<file path="src/rtl/sv32_ptw.sv">
// Sv32 hardware page-table walker: fetches up to two PTEs on a TLB miss and
// emits either a one-cycle TLB refill or a one-cycle page fault.
module sv32_ptw #(
    parameter int ASID_WIDTH = 1
) (
    input  logic                  clk_i,
    input  logic                  rst_i,
    input  logic                  flush_i,
    input  logic [21:0]           satp_ppn_i,
    input  logic [ASID_WIDTH-1:0] asid_i,
    input  logic                  walk_req_i,
    input  logic [31:0]           walk_vaddr_i,
    input  logic                  walk_is_store_i,
    output logic                  busy_o,
    output logic                  mem_req_o,
    output logic [33:0]           mem_addr_o,
    input  logic                  mem_gnt_i,
    input  logic                  mem_rvalid_i,
    input  logic [31:0]           mem_rdata_i,
    output logic                  update_valid_o,
    output logic [19:0]           update_vpn_o,
    output logic [ASID_WIDTH-1:0] update_asid_o,
    output logic                  update_is_4M_o,
    output logic [31:0]           update_content_o,
    output logic                  fault_o,
    output logic [31:0]           fault_vaddr_o
);

    typedef enum logic [2:0] {
        S_IDLE,
        S_REQ,
        S_WAIT_R,
        S_DONE,
        S_FAULT,
        S_DRAIN
    } state_t;

    state_t                r_state;
    logic [31:0]           r_vaddr;
    logic [ASID_WIDTH-1:0] r_asid;
    logic                  r_store;
    logic                  r_lvl;
    logic                  r_mem_req;
    logic [33:0]           r_mem_addr;
    logic                  r_upd_valid;
    logic                  r_is_4M;
    logic [31:0]           r_pte;
    logic                  r_fault;

    logic        w_v;
    logic        w_r;
    logic        w_w;
    logic        w_x;
    logic        w_a;
    logic        w_d;
    logic        w_leaf;
    logic        w_fault;
    logic [21:0] w_ppn;
    logic [9:0]  w_ppn0;
    logic [33:0] w_root_addr;
    logic [33:0] w_next_addr;

    assign w_v    = mem_rdata_i[0];
    assign w_r    = mem_rdata_i[1];
    assign w_w    = mem_rdata_i[2];
    assign w_x    = mem_rdata_i[3];
    assign w_a    = mem_rdata_i[6];
    assign w_d    = mem_rdata_i[7];
    assign w_ppn  = mem_rdata_i[31:10];
    assign w_ppn0 = mem_rdata_i[19:10];
    assign w_leaf = w_r | w_x;

    // A pointer is only legal at level 1; leaves need A, D on stores, and
    // a megapage must be aligned (ppn0 == 0).
    assign w_fault = ~w_v | (w_w & ~w_r)
                   | (w_leaf ? (~w_a | (r_store & ~w_d)
                                | (r_lvl & (w_ppn0 != 10'h0)))
                             : ~r_lvl);

    assign w_root_addr = {satp_ppn_i, 12'h000}
                       + {22'h0, walk_vaddr_i[31:22], 2'b00};
    assign w_next_addr = {w_ppn, 12'h000}
                       + {22'h0, r_vaddr[21:12], 2'b00};

    always_ff @(posedge clk_i or posedge rst_i) begin
        if (rst_i) begin
            r_state     <= S_IDLE;
            r_vaddr     <= '0;
            r_asid      <= '0;
            r_store     <= 1'b0;
            r_lvl       <= 1'b0;
            r_mem_req   <= 1'b0;
            r_mem_addr  <= '0;
            r_upd_valid <= 1'b0;
            r_is_4M     <= 1'b0;
            r_pte       <= '0;
            r_fault     <= 1'b0;
        end else begin
            r_upd_valid <= 1'b0;
            r_fault     <= 1'b0;
            unique case (r_state)
                S_IDLE: begin
                    if (walk_req_i && !flush_i) begin
                        r_vaddr    <= walk_vaddr_i;
                        r_asid     <= asid_i;
                        r_store    <= walk_is_store_i;
                        r_lvl      <= 1'b1;
                        r_mem_addr <= w_root_addr;
                        r_mem_req  <= 1'b1;
                        r_state    <= S_REQ;
                    end
                end
                S_REQ: begin
                    if (flush_i) begin
                        r_mem_req <= 1'b0;
                        r_state   <= mem_gnt_i ? S_DRAIN : S_IDLE;
                    end else if (mem_gnt_i) begin
                        r_mem_req <= 1'b0;
                        r_state   <= S_WAIT_R;
                    end
                end
                S_WAIT_R: begin
                    if (flush_i) begin
                        // Response landing this cycle is already consumed.
                        r_state <= mem_rvalid_i ? S_IDLE : S_DRAIN;
                    end else if (mem_rvalid_i) begin
                        if (w_fault) begin
                            r_fault <= 1'b1;
                            r_state <= S_FAULT;
                        end else if (w_leaf) begin
                            r_upd_valid <= 1'b1;
                            r_is_4M     <= r_lvl;
                            r_pte       <= mem_rdata_i;
                            r_state     <= S_DONE;
                        end else begin
                            r_lvl      <= 1'b0;
                            r_mem_addr <= w_next_addr;
                            r_mem_req  <= 1'b1;
                            r_state    <= S_REQ;
                        end
                    end
                end
                S_DONE: r_state <= S_IDLE;
                S_FAULT: r_state <= S_IDLE;
                S_DRAIN: begin
                    if (mem_rvalid_i) begin
                        r_state <= S_IDLE;
                    end
                end
                default: r_state <= S_IDLE;
            endcase
        end
    end

    // Flush in DONE/FAULT must kill the strobe in that same cycle.
    assign update_valid_o   = r_upd_valid & ~flush_i;
    assign fault_o          = r_fault & ~flush_i;
    assign busy_o           = (r_state != S_IDLE);
    assign mem_req_o        = r_mem_req;
    assign mem_addr_o       = r_mem_addr;
    assign update_vpn_o     = r_vaddr[31:12];
    assign update_asid_o    = r_asid;
    assign update_is_4M_o   = r_is_4M;
    assign update_content_o = r_pte;
    assign fault_vaddr_o    = r_vaddr;

    a_rvalid_proto: assert property (@(posedge clk_i) disable iff (rst_i)
        mem_rvalid_i |-> (r_state == S_WAIT_R || r_state == S_DRAIN));

endmodule
</file>
<file path="config.mk">
export PLATFORM = sky130hd
export DESIGN_NAME = sv32_ptw
export DESIGN_NICKNAME = d
export VERILOG_FILES = /design/src/rtl/sv32_ptw.sv
export SDC_FILE = /design/constraint.sdc
export NUM_CORES = 1
export LEC_CHECK = 0
export BUFFER_PORTS_ARGS = -buffer_cell sky130_fd_sc_hd__buf_4
export CAP_MARGIN = 0
export CORE_MARGIN = 1
export CORE_UTILIZATION = 51
export CTS_CLUSTER_SIZE = 30
export DETAILED_ROUTE_END_ITERATION = 8
export PLACE_DENSITY = 0.9
export SLEW_MARGIN = 15
export SYNTH_ARGS = -nofsm -noshare
export SYNTH_HDL_FRONTEND = slang
export SYNTH_SLANG_ARGS = --single-unit
export TNS_END_PERCENT = 10
</file>
<file path="constraint.sdc">
create_clock -name clk_i -period 6.2 [get_ports clk_i]
set_clock_uncertainty 0.1 [all_clocks]
set_input_delay 1.24 -clock clk_i [delete_from_list [all_inputs] [get_ports clk_i]]
set_output_delay 1.24 -clock clk_i [all_outputs]
set_load 0.01 [all_outputs]
</file>
==> qor.yml <==
die:
  placementRows: 35
  dieWidth_um: 99.02
  fp.dieArea_um2: 9805
  core-area_um2: 9196
  ios: 218
  die_h_um: 99.02
  start_util_pct: 52.20
power_and_ir_drop:
  powerDensity_nw_per_um2: 409.4
  power_frac_seq_pct: 41.1
  power_frac_comb_pct: 42.2
  cell_internal_pwr_w: 0.001782
  p_clk_share_pct: 16.7
  leakagePower_nw: 3.230
  peakVddDrop_v: 0.0002414
  netSwitchingFraction_pct: 33.30
  power_switching_w: 0.0008897
critical_path:
  path_class: "in -> reg"
  critPathRequiredTime_ns: 6.35
  reg2reg_depth: 4
  path_max_fanout: 36
  startpoint_type: "input pin"
  arrival_ns: 3.79
  worstSetupEndpointType: "flop"
placed_design:
  placed_cell_area_um2: 6319
  hpwl_um: 8320
  gp_congestion: 0.8019
  numPortBuffers: 215
outcome:
  status: "completed"
finish:
  mostFrequentLayoutCells: "buf_4 (217), mux2_2 (129), dfrtp_1 (106), clkbuf_8 (9), nor2_1 (7)"
  layout_commonest_cell: "buf_4"
  fin_area_um2: 6526
  nFillCells: 642
  drive_above_1_share_pct: 69.22
  area_growth_syn_to_layout_pct: 35.94
  fin_util_pct: 70.97
  multi_input_area_um2: 1873
  antenna_cells: 0
  regArea_um2: 2653
  finalNetCount: 625
drt:
  drtAntennaViolNets: 0
  first_pass_iters: 5
  dr_total_vias: 3395
  drc_errors: 0
  routedWlPerCell_um: 17.40
  drt_iter0_markers: 83
  vias_per_cell: 5.247
  finalWirelength_um: 11260
clock_network:
  cts_setup_buffers: 0
  path_clk_slew_ns: 0.10
  clk_latency_ns: 0.37
  hold_buffers: 0
  ctsResizeCount: 0
  cts_buffer_depth: 2
  ctsRootBufferMaster: "clkbuf_8"
  cts_num_sinks: 106
  cts_inserted_buffers: 9
  tritoncts: "yes"
  htreeDepth: 3
logic_synthesis:
  synth-edff-count: 0
  syn-cell-area_um2: 4801
  synth_seq_area_share_pct: 55.25
  yosysWarnings: 0
  netlist_instances: 341
  ys.flop_type: "dfrtp_1"
  async_flop_share_pct: 100.0
  syn_area_per_cell_um2: 14.08
  ys_seq_elements: 106
  synth_area_leaders: "dfrtp_1 (55%), mux2_2 (30%), buf_4 (4.1%), nor2b_1 (0.78%), buf_6 (0.70%)"
  yosys.area.top_type: "dfrtp_1"
  synth_top_area_share_pct: 55.25
  ys_types: 37
sta:
  slew_violations: 0
  worst_hold_slack_ns: 0.3762
  hold_viol_final: 0
  worst_pin_slew_ns: 1.042
  period_needed_ns: 3.643
  rsz0062_at_grt: "false"
  maxSlewHeadroom_pct: 30.39
  setup_tns_ns: 0
  min_period_over_period_pct: 58.76
  setup_violations: 0
  fmaxAchievable_ghz: 0.2745
grt:
  antenna_found_initial: 0
  grt_start_max_net_pins: 61
  grt_pass1_wl_um: 17950
  grt_overflow: 0
  grt_pass1_vias: 3641
  grtUsageTotal_pct: 23.71
min_path:
  hold_class: "reg -> reg"
  worst_hold_path.num_cells: 1
run:
  drv_cap: 0
-- critical path, cell delays in order --
cell     delay, ns
buf_4         0.15
nor2_1        0.18
nand3_2       0.74
a21bo_2       1.03
mux2_2        0.42
-- area by class of cell --
type | instances | share of cell area [%]
tap | 111 | 2.128
inverter | 6 | 0.3834
clock inverter | 7 | 1.285
timing repair buffer | 217 | 24.96
clock buffer | 9 | 1.898
multi-input combinational | 191 | 28.70
sequential | 106 | 40.64
-- stage by stage --
step | cells | setup WS [ns] | total power [W]
6_report | 647 | 2.557 | 0.002672
5_1_grt | 647 | 2.377 | 0.002818
4_1_cts | 647 | 2.534 | 0.002698
3_5_place_dp | 631 | 2.140 | 0.002250
3_3_place_gp | 631 | 2.222 | 0.002203
2_1_floorplan | 342 | 2.071 | 0.001722
-- routing by layer --
layer  part of all wire [%]  vias to the layer above  GRT usage (%)
met5                      0                        -              0
met4                    2.1                        0          9.185
met3                    6.0                       21          5.461
li1                       -                     1576              -
met2                     51                      133          40.88
met1                     40                     1665          28.96
-- state kept, by name, indices dropped and copies added (netlist names) --
name	count
r_lvl	1
r_state	3
mem_addr_o	32
r_store	1
update_content_o	32
mem_req_o	1
update_asid_o	1
r_upd_valid	1
r_fault	1
update_is_4M_o	1
fault_vaddr_o	32
-- power groups by stage --
stage / Clock, W / Combinational (W) / Sequential [W]
after global routing: 0.000483 / 0.00120 / 0.00113
after floorplan: 0 / 0.000556 / 0.00117
after CTS: 0.000457 / 0.00114 / 0.00110
final: 0.000446 / 0.00113 / 0.00110
after global placement: 0 / 0.00111 / 0.00109
after detailed placement: 0 / 0.00114 / 0.00111
-- synthesized netlist by cell type, drive strengths merged, types with 3 or more instances --
master / instances
mux2: 129
nor4: 5
nand2b: 4
nor3: 4
a21oi: 3
dfrtp: 106
nor2: 8
clkbuf: 8
buf: 31
o21ai: 3
inv: 6
nor2b: 6
-- cells by family after synthesis --
family                 count (synthesis)  share of synthesized area, %
AO/OA/AOI/OAI                         21                         3.310
multiplexers                         130                         30.47
flip-flops                           106                         55.25
buffers and inverters                 45                         6.072
other                                  1                       0.07811
AND/OR/NAND/NOR                       38                         4.821
-- worst paths after layout --
path | startpoint | to | slack, ns
hold reg to reg | update_content_o[0]$_DFFE_PP0P_ | update_content_o[0]$_DFFE_PP0P_ | 0.38
hold / removal | update_content_o[0]$_DFFE_PP0P_ | update_content_o[0]$_DFFE_PP0P_ | 0.38
max in group asynchronous | rst_i | update_content_o[27]$_DFFE_PP0P_ | 3.96
min in group asynchronous | rst_i | fault_vaddr_o[21]$_DFFE_PP0P_ | 0.85
setup / recovery | flush_i | mem_addr_o[28]$_DFFE_PP0P_ | 2.56
setup reg to reg | r_state[0]$_DFFE_PP0P_ | mem_addr_o[28]$_DFFE_PP0P_ | 3.03
No activity file was read; power rests on OpenSTA's default activity.
